## src/rtl/wb_pkg.sv

```systemverilog
// Shared types for the MEM/WB write-back sequencer.
// Datapath widths, FSM states and the latched control bundle.
package wb_pkg;

    localparam int XLEN   = 64;
    localparam int REG_AW = 5;

    typedef enum logic [1:0] {
        IDLE,
        WAIT_MEM,
        COMMIT
    } state_t;

    typedef struct packed {
        logic [REG_AW-1:0] rd;
        logic              reg_write;
        logic              mem_to_reg;
    } wb_ctl_t;

endpackage

```

## src/rtl/wb_timeout_counter.sv

```systemverilog
// Saturating wait counter for outstanding loads.
// o_tc flags the last permitted wait cycle.
module wb_timeout_counter #(
    parameter int MEM_TIMEOUT = 16
) (
    input  logic clk,
    input  logic rst_n,
    input  logic i_clr,
    input  logic i_en,
    output logic o_tc
);

    localparam int CW = $clog2(MEM_TIMEOUT);
    localparam logic [CW-1:0] MAX = CW'(MEM_TIMEOUT - 1);
    localparam logic [CW-1:0] TC  = CW'(MEM_TIMEOUT - 2);

    logic [CW-1:0] r_cnt;

    always_ff @(posedge clk) begin
        if (!rst_n || i_clr) begin
            r_cnt <= '0;
        end else if (i_en && r_cnt != MAX) begin
            r_cnt <= r_cnt + CW'(1);
        end
    end

    // Incrementing out of TC lands on MEM_TIMEOUT-1: the abandon point.
    assign o_tc = (r_cnt == TC);

endmodule

```

## src/rtl/wb_stage_sequencer.sv

```systemverilog
// MEM/WB stage controller: waits for load data, then
// drives one register-file commit cycle.
module wb_stage_sequencer
    import wb_pkg::*;
#(
    parameter int MEM_TIMEOUT = 16
) (
    input  logic              clk,
    input  logic              rst_n,
    input  logic              in_valid,
    output logic              in_ready,
    input  logic [REG_AW-1:0] in_rd,
    input  logic              in_reg_write,
    input  logic              in_mem_to_reg,
    input  logic [XLEN-1:0]   in_alu,
    input  logic              mem_rvalid,
    input  logic [XLEN-1:0]   mem_rdata,
    output logic              wb_sel,
    output logic [XLEN-1:0]   wb_alu,
    output logic [XLEN-1:0]   wb_mem,
    output logic              rf_we,
    output logic [REG_AW-1:0] rf_rd,
    output logic              stall,
    output logic              timeout_err
);

    state_t          r_state;
    state_t          w_state_nxt;
    wb_ctl_t         r_ctl;
    logic [XLEN-1:0] r_alu;
    logic [XLEN-1:0] r_mem;
    logic            r_err;
    logic            w_accept;
    logic            w_abandon;
    logic            w_cnt_en;
    logic            w_cnt_clr;
    logic            w_tc;

    wb_timeout_counter #(
        .MEM_TIMEOUT(MEM_TIMEOUT)
    ) u_cnt (
        .clk  (clk),
        .rst_n(rst_n),
        .i_clr(w_cnt_clr),
        .i_en (w_cnt_en),
        .o_tc (w_tc)
    );

    always_comb begin
        w_state_nxt = r_state;
        w_accept    = 1'b0;
        w_abandon   = 1'b0;
        w_cnt_en    = 1'b0;
        unique case (r_state)
            IDLE, COMMIT: begin
                if (in_valid) begin
                    w_accept    = 1'b1;
                    w_state_nxt = in_mem_to_reg ? WAIT_MEM : COMMIT;
                end else begin
                    w_state_nxt = IDLE;
                end
            end
            WAIT_MEM: begin
                if (mem_rvalid) begin
                    w_state_nxt = COMMIT;
                end else begin
                    w_cnt_en = 1'b1;
                    if (w_tc) begin
                        w_abandon   = 1'b1;
                        w_state_nxt = IDLE;
                    end
                end
            end
            default: w_state_nxt = IDLE;
        endcase
    end

    assign w_cnt_clr = w_accept & in_mem_to_reg;

    always_ff @(posedge clk) begin
        if (!rst_n) begin
            r_state <= IDLE;
        end else begin
            r_state <= w_state_nxt;
        end
    end

    always_ff @(posedge clk) begin
        if (!rst_n) begin
            r_ctl <= '0;
            r_alu <= '0;
            r_mem <= '0;
            r_err <= 1'b0;
        end else begin
            if (w_accept) begin
                r_ctl.rd         <= in_rd;
                r_ctl.reg_write  <= in_reg_write;
                r_ctl.mem_to_reg <= in_mem_to_reg;
                r_alu            <= in_alu;
            end
            if (r_state == WAIT_MEM && mem_rvalid) begin
                r_mem <= mem_rdata;
            end
            if (w_abandon) begin
                r_err <= 1'b1;
            end
        end
    end

    // x0 is hardwired zero, so its writes are dropped here.
    assign rf_we = (r_state == COMMIT) & r_ctl.reg_write
                 & (r_ctl.rd != '0);
    assign rf_rd       = r_ctl.rd;
    assign wb_sel      = (r_state != IDLE) & r_ctl.mem_to_reg;
    assign wb_alu      = r_alu;
    assign wb_mem      = r_mem;
    assign in_ready    = (r_state != WAIT_MEM);
    assign stall       = (r_state == WAIT_MEM);
    assign timeout_err = r_err;

endmodule
```

## config.mk

```make
export PLATFORM = sky130hd
export DESIGN_NAME = wb_stage_sequencer
export DESIGN_NICKNAME = d
export VERILOG_FILES = /design/src/rtl/wb_pkg.sv /design/src/rtl/wb_timeout_counter.sv /design/src/rtl/wb_stage_sequencer.sv
export SDC_FILE = /design/constraint.sdc
export NUM_CORES = 1
export LEC_CHECK = 0
export CAP_MARGIN = 10
export CORE_MARGIN = 2
export CORE_UTILIZATION = 40
export DETAILED_ROUTE_END_ITERATION = 8
export GPL_TIMING_DRIVEN = 0
export PLACE_DENSITY = 0.81
export SLEW_MARGIN = 0
export SYNTH_ARGS = -nofsm -noshare
export SYNTH_HDL_FRONTEND = slang
export SYNTH_SLANG_ARGS = --single-unit
```

## constraint.sdc

```tcl
create_clock -name clk -period 1.5 [get_ports clk]
set_input_delay 0.3 -clock clk [delete_from_list [all_inputs] [get_ports clk]]
set_output_delay 0.3 -clock clk [all_outputs]
set_load 0.02 [all_outputs]
```

# --- Word-level counts from Yosys, hierarchy flattened ---
# Index checks and enable logic that the tools add are counted.
classes:
  order_cmp: 0
  n_shift: 0
  bitwise_logic: 4
  n_mul: 0
  n_eq_ne: 6
  mux: 12
  div_mod_pow: 0
  addsub: 1
  reduce_logical: 8
op_table:
  columns: ["cell", "count"]
  rows:
  - ["2-bit 2-to-1 mux", 4]
  - ["1-bit 2-to-1 mux", 7]
  - ["5-bit nonzero test", 1]
  - ["4-bit by 1-bit adder with 4-bit output (second input constant)", 1]
  - ["1-bit bitwise AND", 4]
  - ["4-bit == test (second input constant)", 1]
  - ["4-bit != test (second input constant)", 1]
  - ["2-bit one-hot mux with 2 select lines", 1]
  - ["3-bit by 2-bit != test with 1-bit output (second input constant)", 1]
  - ["2-bit by 1-bit == test with 1-bit output (second input constant)", 1]
  - ["2-bit == test (second input constant)", 1]
  - ["1-bit logical AND", 2]
  - ["2-bit logical NOT", 1]
  - ["2-bit by 1-bit != test with 1-bit output (second input constant)", 1]
  - ["2-bit nonzero test", 1]
  - ["2-bit OR reduction", 1]
  - ["1-bit logical NOT", 1]
  - ["1-bit logical OR", 1]
word_totals:
  latch_bits: 0
  ram_bits: 0
  rom_bits: 0
  n_memories: 0
  output_inout_bits: 138
  regBits: 142

# --- Logic depth before layout (Yosys ltp) ---
# Gate-level depths: netlist of the first run.
depth:
  word_depth: 5
  depth_mapped: 6
  mapped_depth_nobuf: 5

# --- Cells and area by module ---
# From an unflattened synthesis of the first run, not the netlist that was laid out.
unflattened:
  hier_cells: 640
  hier_area_um2: 5388.9
by_module_without_submodules:
  columns: ["mod", "cells_per_inst", "n_inst", "area_per_inst_um2"]
  rows:
  - ["wb_stage_sequencer", 617, 1, 5177.5]
  - ["wb_timeout_counter", 23, 1, 211.5]

# --- Worst setup path before layout of the first run ---
# Ideal clock, no wire load.
synth_timing:
  path_type: "register to register"
  startpoint: "register r_state[0]"
  endpoint: "register u_cnt.r_cnt[3]"
  required_ps: 1430
  path_stages_with_launch: 5
  synth_period_minus_slack_ps: 1338
  t_arrival_ps: 1268
  setup_slack_ps: 162
  setup_time_ps: 70
  cell_sequence: "dfxtp_1 > buf_4 > or3b_4 > or3_1 > a21oi_1"
synth_via:
  elab_chain_cells: 5
  elab_cells_between_ends: 9
  classes_between: "eq/ne: 2; mux: 2; bitwise: 1; reduce/logical: 4"
synth_rtl:
  columns: ["element", "line_no", "rtl"]
  rows:
  - ["start, declared", "wb_stage_sequencer.sv:27", "state_t r_state;"]
  - ["start signal, assigned", "wb_stage_sequencer.sv:84", "r_state <= w_state_nxt;"]
  - ["2-bit == test or 2-bit logical NOT (tied branches)", "wb_stage_sequencer.sv:54", "unique case (r_state)"]
  - ["2-bit OR reduction", "wb_stage_sequencer.sv:54", null]
  - ["1-bit 2-to-1 mux", "wb_stage_sequencer.sv:54", null]
  - ["1-bit bitwise AND", "wb_stage_sequencer.sv:78", "assign w_cnt_clr = w_accept & in_mem_to_reg;"]
  - ["1-bit logical OR", "wb_timeout_counter.sv:20", "if (!rst_n || i_clr) begin"]
  - ["end signal, assigned", "wb_timeout_counter.sv:23", "r_cnt <= r_cnt + CW'(1);"]
  - ["end, declared", "wb_timeout_counter.sv:17", "logic [CW-1:0] r_cnt;"]
# Parallel ways exist; a longest one is shown, timed or not.
# A chain may end at the register's enable or synchronous reset.

# --- Worst setup path in the final report of the first run ---
layout_timing:
  startpoint: "register r_ctl, in the netlist rf_rd[2]"
  endpoint: "output rf_we"
layout_via:
  elab_chain_cells: 2
layout_rtl:
  columns: ["element", "line_no", "rtl"]
  rows:
  - ["start, declared", "wb_stage_sequencer.sv:29", "wb_ctl_t r_ctl;"]
  - ["5-bit nonzero test", "wb_stage_sequencer.sv:112", "& (r_ctl.rd != '0);"]
  - ["1-bit bitwise AND", "wb_stage_sequencer.sv:112", null]
  - ["end, declared", "wb_stage_sequencer.sv:21", "output logic rf_we,"]
# No other way between the ends.

==> run summary, run 1 <==
Number of input and output port buffers inserted: 275. The count of endpoints failing setup in the final report came out at 1. The commonest non-fill, non-tap cell in the layout is sky130_fd_sc_hd__nand2_1. The clock latency at the later pin of the worst-skew pair was 410 ps; the total of flip-flops plus latches after synthesis was 142.

The synthesized design devotes to its leading area cell type 53.0% of total area. Setup repair after global routing could not meet its margin everywhere. The worst reg2reg path endpoint is u_cnt.r_cnt[2].

In this run the tightest slew margin relative to its limit is 60.0%. The number of non-filler instances in the completed layout was 1122. In this run the standard cell core region covers 13100 um2.

TritonCTS built the clock tree. Cells with a size suffix above 1 make up 9.51% of the layout. Combined buffer and inverter count along the critical path: 1.

The layout net count came out at 1075. Classification of the worst setup path: register to output port. For the starting density of the core, the log shows 40.8%. No sink is reached through more buffers than the 2 on the longest clock path.

The critical path starts at rf_rd[2]. The number of levels in the clock H-tree came out at 4. The signal on the critical path passes through or4_4, nor2_4, nor3_2, buf_4. Among cell families on the critical path, the largest total delay comes from simple AND/OR/NAND/NOR gates. The number of hold buffers added after CTS was 0.

In the layout the commonest cells are 272 x sky130_fd_sc_hd__nand2_1, 138 x sky130_fd_sc_hd__dfxtp_1, 137 x sky130_fd_sc_hd__clkdlybuf4s50_1. The routed layout has 5260 vias. For the finished layout, the period the worst path requires is 1870 ps. The logs give -369 ps for the worst setup margin and 42 for the floorplan row count.

Dividing total power by cell area gives a power density of 1080 nW/um2. Overall routing resource usage: 23.0%. The required arrival time at the worst endpoint was 1200 ps. Of all nets on the critical path, the largest fanout is 2. Residual antenna-violating net count after detailed routing: 0.

The number of cells produced by synthesis was 637. The largest total area in the synthesized netlist belongs to sky130_fd_sc_hd__dfxtp_1. The total overflow left after global routing is 0. The number of maximum-capacitance constraint violations came out at 0. For the final weighted congestion in routability-driven placement, the log shows 0.772.

The number of inserted filler cells in the final layout was 1145; the post-synthesis sequential area ratio was 53.0%. The pin slew with the least headroom to its limit works out to 600 ps. Average cell area after synthesis: 8.41 um2. The tightest min-delay check is of the input port to register type. The number of nets handed over by synthesis was 778. For the highest ir drop seen on vdd, the log shows 0.809 mV. The count of distinct cell types in the synthesized netlist is 27. The register-to-register setup slack was 50 ps. For the warning count from the yosys run, the log shows 0. The flow ran to the end, but the final reports show violations.

The largest net degree at the start of global routing is 17. The final count of pins violating max slew was 0; the die boundary width was 120 um. Die outline area: 14300 um2. The root buffer cell chosen for the clock tree is sky130_fd_sc_hd__clkbuf_16. The critical path runs through a total of 4 cells. The worst setup path is launched from a register.

The final count of hold timing violations was 0. For the aggregate negative setup slack, the log shows -369 ps. The peak clock frequency supported by timing is 535 MHz, and the DRC violation count after routing is 0. The reg-to-reg critical path startpoint is r_state[0].

The tools report the detailed placer's ending HPWL as 12.3 mm. Power comes to 9.61 mW. The delay contributed by the slowest stage of the critical path is 540 ps, and the I/O pin total is 277. The run gives 17 as the number of buffers added by the clock tree synthesis step. The global-route wire length before repair was 25.9 mm; the number of clock sinks was 142. In this run, placement finished with an instance count of 1088. The total wirelength of the detailed-routed design is 16.3 mm. The worst path uses 125% of the clock period.

The worst setup path is captured at an output port. For this run, the share of the core covered by cells in the final layout is 68.0%. On the final layout, the worst clock skew is 3.75 ps. After clock tree synthesis, the clock-pin slew on the worst setup and hold paths is 60 ps. The run gives 3.90 nW as the cell leakage power. The final reports fail on setup timing.

The run gives 0 as the initial antenna violation count. Number of global-route vias before repair: 5122. Dividing the detail-routed via count by the number of cells gives 4.69.

The die span in y came out at 120 um. The average routed wire per standard cell came out at 14.6 um. The detailed router finished its first iteration with 188 violations.

The area growth from synthesis to layout is 66.6%. The logs give 1570 ps for the data arrival time at the worst-slack endpoint and 0 for the number of inserted diodes. The tools report the end point of the critical path as rf_we. For the number of iterations in the first detailed-routing pass, the log shows 4.

The combined area of all synthesized cells was 5360 um2; the worst reg-to-reg path cell count was 5. Across all hold checks on the routed design, the worst slack comes to 273 ps. The largest individual stage delay along the critical path comes from the cell sky130_fd_sc_hd__or4_4.

After synthesis, the cell types taking the most area are sky130_fd_sc_hd__dfxtp_1 53%, sky130_fd_sc_hd__a21boi_0 19%, sky130_fd_sc_hd__nand2_1 19%, sky130_fd_sc_hd__buf_2 2.1%, sky130_fd_sc_hd__clkbuf_1 1.6%.
## metal layers
metal	vias to the layer above	part of all wire [%]	GRT usage (%)	wire length (um)
met3	29	9.4	9.13	1530
met2	207	48	40.4	7910
met1	2377	40	24.9	6520
li1	2647	-	-	-
met4	0	2.3	8.82	376
met5	-	0	0	0
## stage by stage
| step | setup slack [ps] | cell area [um2] |
|---|---|---|
| after global routing | -427 | 8930 |
| final | -369 | 8930 |
| after floorplan | 162 | 5360 |
| after global placement | -438 | 8330 |
| after detailed placement | -427 | 8330 |
| after CTS | -420 | 8830 |
## logic make-up (layout without fill, tap and decap cells)
logic type	after synthesis	in the layout	synth area share (%)
AO/OA/AOI/OAI	147	147	20.3
flip-flops	142	142	53.0
AND/OR/NAND/NOR	292	292	21.4
buffers and inverters	54	363	4.72
adder cells (fa/ha/maj)	2	2	0.467
## worst reg2reg max path, delay by kind of cell (launching register included)
kind / cells / cell delay [ps]
compound gates: 1 / 140
buf+inv: 2 / 210
flops: 1 / 320
simple gates: 2 / 720
## where the power goes
part | switching (mW) | internal, mW | leakage (nW)
Sequential | 0.0774 | 3.93 | 1.16
Clock | 1.53 | 2.79 | 0.308
Combinational | 0.613 | 0.675 | 2.43
Total | 2.22 | 7.40 | 3.90
## flip-flops by register name, indices dropped and copies added, names as in the netlist
signal	cells
r_ctl	2
r_state	2
rf_rd	5
timeout_err	1
u_cnt.r_cnt	4
wb_alu	64
wb_mem	64
## worst min path at each step
| stage | startpoint | endpoint | slack, ps | depth (start not counted) |
|---|---|---|---|---|
| floorplan | r_ctl[1] | r_ctl[1] | 440 | 2 |
| global placement | timeout_err | timeout_err | 450 | 1 |
| detailed placement | timeout_err | timeout_err | 450 | 1 |
| CTS | rst_n | wb_alu[45] | 260 | 2 |
| global route | rst_n | wb_alu[45] | 280 | 2 |
| finish | rst_n | wb_alu[49] | 270 | 2 |
## synth_stat cells
master                       n
sky130_fd_sc_hd__and2b_1     1
sky130_fd_sc_hd__ha_1        2
sky130_fd_sc_hd__nor2_1      2
sky130_fd_sc_hd__nor2b_1     1
sky130_fd_sc_hd__a311oi_1    1
sky130_fd_sc_hd__or4_1       1
sky130_fd_sc_hd__nand3_1     4
sky130_fd_sc_hd__clkbuf_1   23
sky130_fd_sc_hd__o21ai_0     2
sky130_fd_sc_hd__or3_1       2
sky130_fd_sc_hd__and3b_1     1
sky130_fd_sc_hd__dfxtp_1   142
sky130_fd_sc_hd__nand2b_1    1
sky130_fd_sc_hd__buf_2      22
sky130_fd_sc_hd__and2_1      1
sky130_fd_sc_hd__nand2_1   272
sky130_fd_sc_hd__o21a_1      2
sky130_fd_sc_hd__inv_1       3
sky130_fd_sc_hd__a21boi_0  136
sky130_fd_sc_hd__nor3_1      1
sky130_fd_sc_hd__a21oi_1     4
sky130_fd_sc_hd__o31ai_1     2
sky130_fd_sc_hd__nand3b_1    2
sky130_fd_sc_hd__or3b_4      1
sky130_fd_sc_hd__buf_4       6
sky130_fd_sc_hd__and3_1      1
sky130_fd_sc_hd__nor3b_1     1
## layout make-up
| cell class | instances | area (um2) | share of cell area (%) |
|---|---|---|---|
| Clock buffer | 26 | 539 | 6.04 |
| Tap cell | 176 | 220 | 2.47 |
| Sequential cell | 142 | 2850 | 31.9 |
| Timing Repair Buffer | 279 | 2610 | 29.2 |
| Buffer | 50 | 333 | 3.73 |
| Inverter | 3 | 11.3 | 0.126 |
| Multi-Input combinational cell | 441 | 2290 | 25.7 |
| Clock inverter | 5 | 75.1 | 0.841 |
## timing repair
item                                    4_1_cts  5_1_grt
pin swaps                                     4        3
buffers inserted                              3        1
endpoints found under the setup margin      206      108
resized for setup                           180       65
gates cloned                                  0        0
Power figures use the tool's default switching activity.
==> inputs of run 2 (changes only) <==
Settings changed: PLACE_DENSITY 0.81 to 0.79.
==> run summary, run 2 (synthesis gave the netlist of run 1 again) <==
Overall routing resource usage: 23.4%. Fill cells in the final layout number 1163. The number of input and output port buffers inserted is 275, and the number of maximum-capacitance constraint violations is 0. The final critical path takes up 123% of the cycle. The setup skew after layout is 5.71 ps, and the final critical delay including setup and external delays is 1850 ps.

The number of non-filler instances in the completed layout is 1125, and the global-route wire length before repair is 26.2 mm. Share of layout cells above drive strength 1: 10.2%. Total area of sequential cells: 2850 um2. Entering global routing, the biggest net connects 17 pins. Wires add up to 16.6 mm. Die boundary width: 120 um. After detailed routing, the number of remaining DRC violations is 0. The checks that failed: setup timing. For the number of levels in the clock H-tree, the log shows 4. The clock drives 142 sinks. Classification of the worst setup path: register to output port. The repair_antennas step left the layout with diodes totalling 0.

The die outline area was 14300 um2. No sink is reached through more buffers than the 2 on the longest clock path. The CTS clock-pin slew for the worst setup and hold paths is 60 ps, and the highest net fanout along the worst path is 2.

The class of the worst hold path was input port to register. The final weighted congestion in routability-driven placement was 0.794; the area added between synthesis and finish was 67.3%. Leaving out fill and tap cells, the most frequent cell in the layout is sky130_fd_sc_hd__nand2_1. The HPWL after detailed placement is 12.5 mm. Summed over all failing endpoints, the final setup total negative slack is -548 ps.

After floorplanning, the core was divided into 42 placement rows. The flow ran to the end, but the final reports show violations. Setup repair after global routing could not meet its margin everywhere. Slowest library cell on the worst path: sky130_fd_sc_hd__or4_4.

The logs give 0 for the residual antenna-violating net count after detailed routing and 0 for the final count of pins violating max slew. The violation count after the first detailed-route iteration is 161, and the I/O pin total is 277. The cell leakage power is 3.92 nW, and the average routed wire per standard cell is 14.7 um.

For this block, the via count after detailed routing is 5169. The initial antenna violation count was 0. Derived from the worst setup path, the maximum achievable clock frequency is 542 MHz. Per-cell via count in the routed design: 4.59.

The final count of hold timing violations is 0, and the combined area of the multi-input logic cells is 2310 um2. For this design the ratio of total power to cell area is 1110 nW/um2. The run gives 410 ps as the clock latency at the later pin of the worst-skew pair.

Starting density of the core: 40.8%. Across the VDD grid, the largest voltage drop is 0.827 mV. At the worst endpoint, the required time is 1200 ps. The utilization after layout was 68.2%.

In the layout the commonest cells are 272 x sky130_fd_sc_hd__nand2_1, 137 x sky130_fd_sc_hd__clkdlybuf4s50_1, 137 x sky130_fd_sc_hd__dfxtp_1. TritonCTS built the clock tree. The relative slew slack was 58.1%. The worst setup path is captured at an output port. For the pin with the worst max-slew slack, the measured transition is 629 ps. The logs give 5204 for the number of global-route vias before repair and 17 for the number of buffers added by the clock tree synthesis step. Summed over all layers, the global routing overflow is 0. The die span in y is 120 um.

For the data arrival time at the worst-slack endpoint, the log shows 1550 ps. The logs give 13100 um2 for the placeable core area and 1088 for the total placed cells including tap cells. Setup violations remaining at the end of the flow were counted as 3. The signal on the critical path passes through or4_4, nor2_4, nor3_2, buf_4. In this run, post-CTS hold repair placed 0 buffers. The element type at the critical path start is a register.

In this run the clock root is driven by a sky130_fd_sc_hd__clkbuf_16. The net count of the finished layout is 1077. In this design, the stage delay of the slowest critical-path cell is 540 ps. The tools report the worst setup margin as -345 ps. For the number of iterations in the first detailed-routing pass, the log shows 4.
==> run 2: final cells by class <==
cell class	instances	share of cell area [%]
sequential	142	31.8
timing repair buffer	281	29.4
multi-input combinational	441	25.7
clock buffer	21	5.25
buffer	50	3.22
tap	176	2.46
clock inverter	11	2.08
inverter	3	0.126
==> run 2: metal layers <==
layer | global-route usage, % | wire length (um)
met5 | 0 | 0
met4 | 8.68 | 333
met1 | 25.0 | 6550
met3 | 10.5 | 1710
met2 | 40.7 | 8000
==> run 2: critical path: cells and delay by family (launching register included) <==
kind / cells / cell delay (ps)
buffers and inverters: 1 / 150
flip-flops: 1 / 320
AND/OR/NAND/NOR: 3 / 680
==> run 2: repair_timing <==
action | 4_1_cts | 5_1_grt
setup buffers | 5 | 1
endpoints found under the setup margin | 208 | 82
resized for setup | 186 | 37
pin swaps | 3 | 3
endpoints found under the hold margin | 0 | 0
==> run 2: final timing paths <==
path,from,endpoint,slack (ps),depth (start not counted)
worst max-delay path,rf_rd[3],rf_we,-350,4
worst min-delay path,rst_n,wb_alu[47],280,2
worst max register to register,r_state[0],u_cnt.r_cnt[2],30,5
worst min register to register,wb_alu[28],wb_alu[28],460,2
==> run 2: power by group <==
group          internal [mW]  leakage [nW]  switching, mW
logic                  0.665          2.44          0.615
registers               3.93          1.16         0.0815
clock network           3.08         0.323           1.57
==> run 2: metrics by stage <==
step / power (mW) / setup WS (ps) / hold slack, ps / cell area (um2)
floorplan: 4.64 / 162 / 444 / 5360
global placement: 5.44 / -407 / 450 / 8330
detailed placement: 5.45 / -453 / 456 / 8330
CTS: 10.0 / -394 / 280 / 8890
global route: 10.3 / -410 / 303 / 8960
finish: 9.94 / -345 / 282 / 8960
